**config.mk**
```make
export PLATFORM = sky130hd
export DESIGN_NAME = uart_tx_arbiter
export DESIGN_NICKNAME = d
export VERILOG_FILES = /design/src/rtl/uart_tx_arbiter.sv
export SDC_FILE = /design/constraint.sdc
export NUM_CORES = 1
export LEC_CHECK = 0
export ABC_CLOCK_PERIOD_IN_PS = 2600
export CAP_MARGIN = 20
export CORE_UTILIZATION = 44
export CTS_BUF_LIST = sky130_fd_sc_hd__clkbuf_8
export DETAILED_ROUTE_END_ITERATION = 10
export GPL_TIMING_DRIVEN = 0
export PLACE_DENSITY = 0.81
export SETUP_SLACK_MARGIN = 0.3
export SYNTH_ARGS = -nofsm -noshare
export SYNTH_HDL_FRONTEND = slang
export SYNTH_SLANG_ARGS = --single-unit
```
**constraint.sdc**
```tcl
create_clock -name clk_i -period 2.6 [get_ports clk_i]
set_input_delay 0.26 -clock clk_i [delete_from_list [all_inputs] [get_ports clk_i]]
set_output_delay 0.26 -clock clk_i [all_outputs]
set_load 0.01 [all_outputs]
```
**src/rtl/uart_tx_arbiter.sv**
```systemverilog
// Round-robin, packet-locking arbiter sharing one UART transmitter.
// Each byte runs trigger -> wait for busy -> wait for done, with a busy timeout.
module uart_tx_arbiter #(
    parameter int NUM_REQ      = 4,
    parameter int BUSY_TIMEOUT = 16
) (
    input  logic                   clk_i,
    input  logic                   rst_i,
    input  logic [NUM_REQ-1:0]     req_valid_i,
    input  logic [8*NUM_REQ-1:0]   req_data_i,
    input  logic [NUM_REQ-1:0]     req_last_i,
    output logic [NUM_REQ-1:0]     req_ready_o,
    output logic [NUM_REQ-1:0]     grant_o,
    output logic                   busy_o,
    output logic                   timeout_o,
    output logic [7:0]             tx_data_o,
    output logic                   tx_trigger_o,
    input  logic                   tx_complete_i
);

    localparam int IW = (NUM_REQ > 1) ? $clog2(NUM_REQ) : 1;
    localparam int CW = $clog2(BUSY_TIMEOUT + 1);

    typedef enum logic [1:0] {
        IDLE,
        WAIT_BUSY,
        WAIT_DONE
    } state_t;

    state_t             state, state_nx;
    logic [IW-1:0]      ptr, ptr_nx;
    logic               locked, locked_nx;
    logic [CW-1:0]      cnt, cnt_nx;
    logic [NUM_REQ-1:0] ready, ready_nx;
    logic [NUM_REQ-1:0] grant, grant_nx;
    logic [7:0]         data, data_nx;
    logic               trigger, trigger_nx;
    logic               timeout, timeout_nx;

    logic               found;
    logic [IW-1:0]      win;
    logic [IW-1:0]      idx;

    // A locked packet owner is the only candidate; otherwise search from ptr+1.
    always_comb begin
        found = 1'b0;
        win   = ptr;
        idx   = ptr;
        if (locked) begin
            found = req_valid_i[ptr];
        end else begin
            for (int i = 1; i <= NUM_REQ; i++) begin
                idx = IW'((int'(ptr) + i) % NUM_REQ);
                if (!found && req_valid_i[idx]) begin
                    found = 1'b1;
                    win   = idx;
                end
            end
        end
    end

    always_comb begin
        state_nx   = state;
        ptr_nx     = ptr;
        locked_nx  = locked;
        cnt_nx     = cnt;
        ready_nx   = '0;
        grant_nx   = grant;
        data_nx    = data;
        trigger_nx = 1'b0;
        timeout_nx = 1'b0;
        unique case (state)
            IDLE: begin
                if (tx_complete_i && found) begin
                    state_nx   = WAIT_BUSY;
                    data_nx    = req_data_i[8*win +: 8];
                    trigger_nx = 1'b1;
                    ready_nx   = NUM_REQ'(1) << win;
                    grant_nx   = NUM_REQ'(1) << win;
                    ptr_nx     = win;
                    locked_nx  = !req_last_i[win];
                    cnt_nx     = '0;
                end
            end
            WAIT_BUSY: begin
                if (!tx_complete_i) begin
                    state_nx = WAIT_DONE;
                end else if (cnt == CW'(BUSY_TIMEOUT - 1)) begin
                    state_nx   = WAIT_DONE;
                    timeout_nx = 1'b1;
                end else begin
                    cnt_nx = cnt + 1'b1;
                end
            end
            WAIT_DONE: begin
                if (tx_complete_i) begin
                    state_nx = IDLE;
                    if (!locked) begin
                        grant_nx = '0;
                    end
                end
            end
            default: state_nx = IDLE;
        endcase
    end

    always_ff @(posedge clk_i) begin
        if (rst_i) begin
            state   <= IDLE;
            ptr     <= IW'(NUM_REQ - 1);
            locked  <= 1'b0;
            cnt     <= '0;
            ready   <= '0;
            grant   <= '0;
            data    <= '0;
            trigger <= 1'b0;
            timeout <= 1'b0;
        end else begin
            state   <= state_nx;
            ptr     <= ptr_nx;
            locked  <= locked_nx;
            cnt     <= cnt_nx;
            ready   <= ready_nx;
            grant   <= grant_nx;
            data    <= data_nx;
            trigger <= trigger_nx;
            timeout <= timeout_nx;
        end
    end

    assign req_ready_o  = ready;
    assign grant_o      = grant;
    assign busy_o       = (state != IDLE) || locked;
    assign timeout_o    = timeout;
    assign tx_data_o    = data;
    assign tx_trigger_o = trigger;

endmodule

```
; Word-level counts from Yosys, hierarchy flattened
; Cells that the tools add are included.
[totals]
reg_bits = 28
latch_bits = 0
ram_bits = 0
rom_bits = 0
output_inout_bits = 19
memories = 0
[op_classes]
addsub = 5
n_mul = 0
n_div = 0
order_cmp = 6
n_eq_ne = 9
n_shift = 2
muxes = 40
bitwise_logic = 4
n_reduce_logical = 20
[op_table]
columns = operator, n
row1 = $shiftx 32x6->8, 1
row2 = $lt 2x3->1 const B, 6
row3 = $mux 2, 9
row4 = $mux 1, 16
row5 = $mux 5, 3
row6 = $bmux 1 s2, 6
row7 = $mux 4, 3
row8 = $ne 2x2->1 const B, 5
row9 = $pmux 5 s2, 1
row10 = $pmux 4 s2, 1
row11 = $reduce_and 4->1, 2
row12 = $pmux 2 s3, 1
row13 = $reduce_bool 2->1, 3
row14 = $reduce_or 3->1, 2
row15 = $add 5x1->5 const B, 1
row16 = $eq 5x4->1 const B, 1
row17 = $add 2x1->2 const B, 2
row18 = $add 2x2->2 const B, 2
row19 = $logic_and 1x1->1, 4
row20 = $logic_not 1->1, 4
row21 = $not 1->1, 4
row22 = $shl 1x2->4 const A, 1
row23 = $ne 3x3->1 const B, 1
row24 = $reduce_and 3->1, 1
row25 = 6 further kinds, 6

; Longest topological paths before layout
[depth]
word_depth = 20
depth_mapped = 8
depth_no_buf = 8

; Worst setup path after synthesis
; OpenSTA, ideal clock, no wires.
[synth_path]
kind = reg-to-reg
startpoint = register ptr[0]
endpoint = register locked
setup_ns = 0.079
arrival_ns = 2.261
t_required_ns = 2.521
setup_slack_ns = 0.260
path_stages_with_launch = 8
path_cell_list = dfxtp_1 -> buf_6 -> mux2_1 -> mux2i_1 -> a21oi_2 -> o32ai_1 -> mux4_2 -> a211oi_2
[synth_between]
elab_chain_len = 20
elab_cells_between_ends = 38
cone_classes = 4 x add/sub / 25 x mux / 9 x reduce/logical
[synth_lines]
columns = element, line
row1 = "start, declared", 31  ; logic [IW-1:0] ptr, ptr_nx;
row2 = "start signal, assigned", 110  ; ptr <= IW'(NUM_REQ - 1);
row3 = "start signal, assigned", 120  ; ptr <= ptr_nx;
row4 = $add 2x1->2, 53  ; idx = IW'((int'(ptr) + i) % NUM_REQ);
row5 = $bmux 1 s2, 54  ; if (!found && req_valid_i[idx]) begin
row6 = $mux 1 (implied by the code), 54
row7 = $mux 1, 54
row8 = $mux 1, 49  ; if (locked) begin
row9 = $logic_not 1->1, 54
row10 = $logic_and 1x1->1, 54
row11 = $mux 1, 54
row12 = [... 4 more ...], n/a
row13 = $mux 1, 49
row14 = $logic_not 1->1, 54
row15 = $logic_and 1x1->1, 54
row16 = $mux 2, 54
row17 = $mux 2, 49
row18 = $bmux 1 s2, 81  ; locked_nx = !req_last_i[win];
row19 = $mux 1 (implied by the code), 81
row20 = $logic_not 1->1, 81
row21 = "end signal, assigned", 121  ; locked <= locked_nx;
row22 = "end, declared", 32  ; logic locked, locked_nx;
; Parallel ways exist; a longest one is shown, timed or not. The select of a mux whose other input is x is not followed.
; A chain may end at the register's enable or synchronous reset.

; Worst setup path in the final report
; Ends and elaborated chain as after synthesis.

==> results.json <==
{
  "status": "completed",
  "htreeDepth": 1,
  "die_area_sq_mm": 0.00363,
  "finClkSkew_ns": 0.00181,
  "power.density_mw_per_mm2": 687,
  "path_max_fanout": 4,
  "synth_area_per_cell_sq_um": 9.44,
  "critical_path_required_ns": 2.81,
  "synth-simple-area-share_pct": 18.5,
  "gp_congestion": 0.866,
  "p_clk_share_pct": 20.8,
  "finalSetupTns_ns": 0,
  "seqPwrFrac_pct": 31.9,
  "synth-seq-cells": 28,
  "p_leak_nw": 0.968,
  "min_from": "cnt[4]",
  "routed_wl_um": 4910,
  "synth_top_family_by_area": "compound AO/OA/AOI/OAI gates",
  "cts_tree": "yes",
  "crit_chain": "buf_6 > buf_12 > mux2_4 > mux2i_4 > a21oi_4 > o32ai_4 > mux4_2 > a211oi_2",
  "placed_cells": 261,
  "drive_gt1_share_pct": 18.6,
  "postRouteAntennaNets": 0,
  "clk_pin_slew_ns": 0.10,
  "synth_cell_types": 49,
  "wire_per_inst_um": 17.9,
  "worst_pin_slew_ns": 0.672,
  "maxCapViolations": 0,
  "nets": 277,
  "vias": 1624,
  "p_sw_mw": 0.567,
  "grt_pass1_wl_um": 7070,
  "portBuffers": 59,
  "postCtsHoldBufs": 0,
  "post-route-period-util_pct": 89.8,
  "drt_iter0_markers": 197,
  "ys_warn_count": 0,
  "grt_util_all_layers_pct": 27.1,
  "synth_adder_area_share_pct": 1.68,
  "cts_buffers": 3,
  "root_buffer": "clkbuf_8",
  "die_x_um": 60.2,
  "slew_headroom_pct": 55.0,
  "dp_hpwl_um": 3090,
  "r2r-start": "ptr[0]",
  "area_delta_synth_final_pct": 65.3,
  "critical_path.startpoint": "ptr[0]",
  "final_common_cell": "clkdlybuf4s50_1",
  "diodes": 0,
  "synth_flop_cell": "dfxtp_1",
  "ys_seq_area_share_pct": 37.6,
  "combPwrFrac_pct": 47.3,
  "p_int_mw": 1.13,
  "drc": 0,
  "die_h_um": 60.2,
  "grt_pass1_vias": 1572,
  "hold_viol": 0,
  "antenna_found_initial": 0,
  "coreArea_sq_mm": 0.00313,
  "cp_slowest_cell": "mux4_2",
  "rows": 20,
  "synthesis.nets": 203,
  "crit_path_end_kind": "flip-flop",
  "firstDrtPassIters": 5,
  "rsz0062_at_grt": "true",
  "setup_viol": 0,
  "synth_compound_area_share_pct": 19.9,
  "synthMuxAreaShare_pct": 16.8,
  "clk_path_buf_depth": 2,
  "start_util_pct": 47.7,
  "fin_cells": 275,
  "synth_xor_area_share_pct": 1.17,
  "slowest_delay_ns": 0.57,
  "worstSetupPathType": "reg -> reg",
  "synthCells": 158,
  "arrival_ns": 2.55,
  "ir_drop_v": 0.000391,
  "num_io_pins": 62,
  "switching_share_pct": 33.5,
  "viasPerCell": 5.91,
  "numClockSinks": 28,
  "fmax_ghz": 0.428,
  "synthArstFlopShare_pct": 0,
  "final_cell_mix": "56 x clkdlybuf4s50_1, 26 x dfxtp_1, 18 x mux2i_1",
  "slew_viol_final": 0,
  "grt-ovfl-total": 0,
  "fill_cells": 203,
  "start_kind": "flip-flop",
  "whs_ns": 0.463,
  "grt_start_max_net_pins": 17,
  "hp-class": "reg -> reg",
  "fin_crit_ns": 2.33,
  "syn-cell-area_sq_mm": 0.00149,
  "insertion_delay_ns": 0.28,
  "synth-edff-count": 0
}
path summary, 6_finish.rpt:
path / to / slack, ns / depth (start not counted)
worst min-delay path: cnt[4] / 0.46 / 2
worst min register to register: cnt[4] / 0.46 / 2
worst max register to register: locked / 0.27 / 8
worst max-delay path: locked / 0.27 / 8
critical path: cells and delay by family, from the launching register on:
family                 cells  cell delay [ns]
flip-flops                 1             0.33
AO/OA/AOI/OAI              3             0.61
multiplexers               3             1.09
buffers and inverters      2             0.24
cell type report:
class	instances	area (sq um)	area share, %
clock inverters	1	30.0	1.22
multi-input cells	117	1020	41.3
repair buffers	69	678	27.5
inverters	5	18.8	0.761
clock buffers	3	41.3	1.68
flip-flops and latches	28	563	22.8
plain buffers	8	60.1	2.44
well taps	44	55.1	2.23
registers in the layout, summed over array words and instances, names as in the netlist:
| name | flops |
|---|---|
| cnt | 5 |
| grant_o | 4 |
| locked | 1 |
| ptr | 2 |
| req_ready_o | 4 |
| state | 2 |
| timeout_o | 1 |
| tx_data_o | 8 |
| tx_trigger_o | 1 |
metal layers:
layer,routed length [um],track usage [%]
met5,0,0
met4,182,15.3
met3,390,9.31
met2,2450,46.0
met1,1880,29.0
cells in the mapped netlist, types with 4 or more instances:
library cell / n / area share [%]
and3_1: 4 / 1.7
a31oi_1: 4 / 1.7
nor2_1: 12 / 3.0
o221ai_1: 9 / 5.3
nor2b_1: 4 / 1.7
a21o_1: 4 / 2.0
mux2i_1: 19 / 13
a21oi_1: 5 / 1.7
clkbuf_1: 4 / 1.0
dfxtp_1: 28 / 38
nand2_1: 14 / 3.5
nand2b_1: 4 / 1.7
inv_1: 4 / 1.0
cell families after synthesis:
family / Yosys count
buffers and inverters: 13
AO/OA/AOI/OAI: 38
adder cells (fa/ha/maj): 2
XOR/XNOR: 2
AND/OR/NAND/NOR: 52
flip-flops: 28
multiplexers: 23
power groups by stage:
stage | registers (mW) | logic [mW] | clock network [mW]
2_1_floorplan | 0.556 | 0.364 | 0
3_3_place_gp | 0.536 | 0.612 | 0
3_5_place_dp | 0.539 | 0.632 | 0
4_1_cts | 0.536 | 0.723 | 0.341
5_1_grt | 0.549 | 0.841 | 0.371
6_report | 0.541 | 0.801 | 0.352
stage by stage:
stage               area (sq um)  total power, mW  worst slack, ns  utilization (%)
floorplan                   1500            0.920            0.330                -
global placement            2140             1.15           -0.182             68.6
detailed placement          2140             1.17           -0.264             68.6
CTS                         2360             1.60            0.228             75.6
global route                2460             1.76            0.188             78.8
finish                      2460             1.69            0.266             78.8
what timing repair did:
action,4_1_cts,5_1_grt
resized for setup,20,17
setup endpoints to repair,21,16
buffers inserted,5,5
pin swaps,5,7
Power figures use the tool's default switching activity.
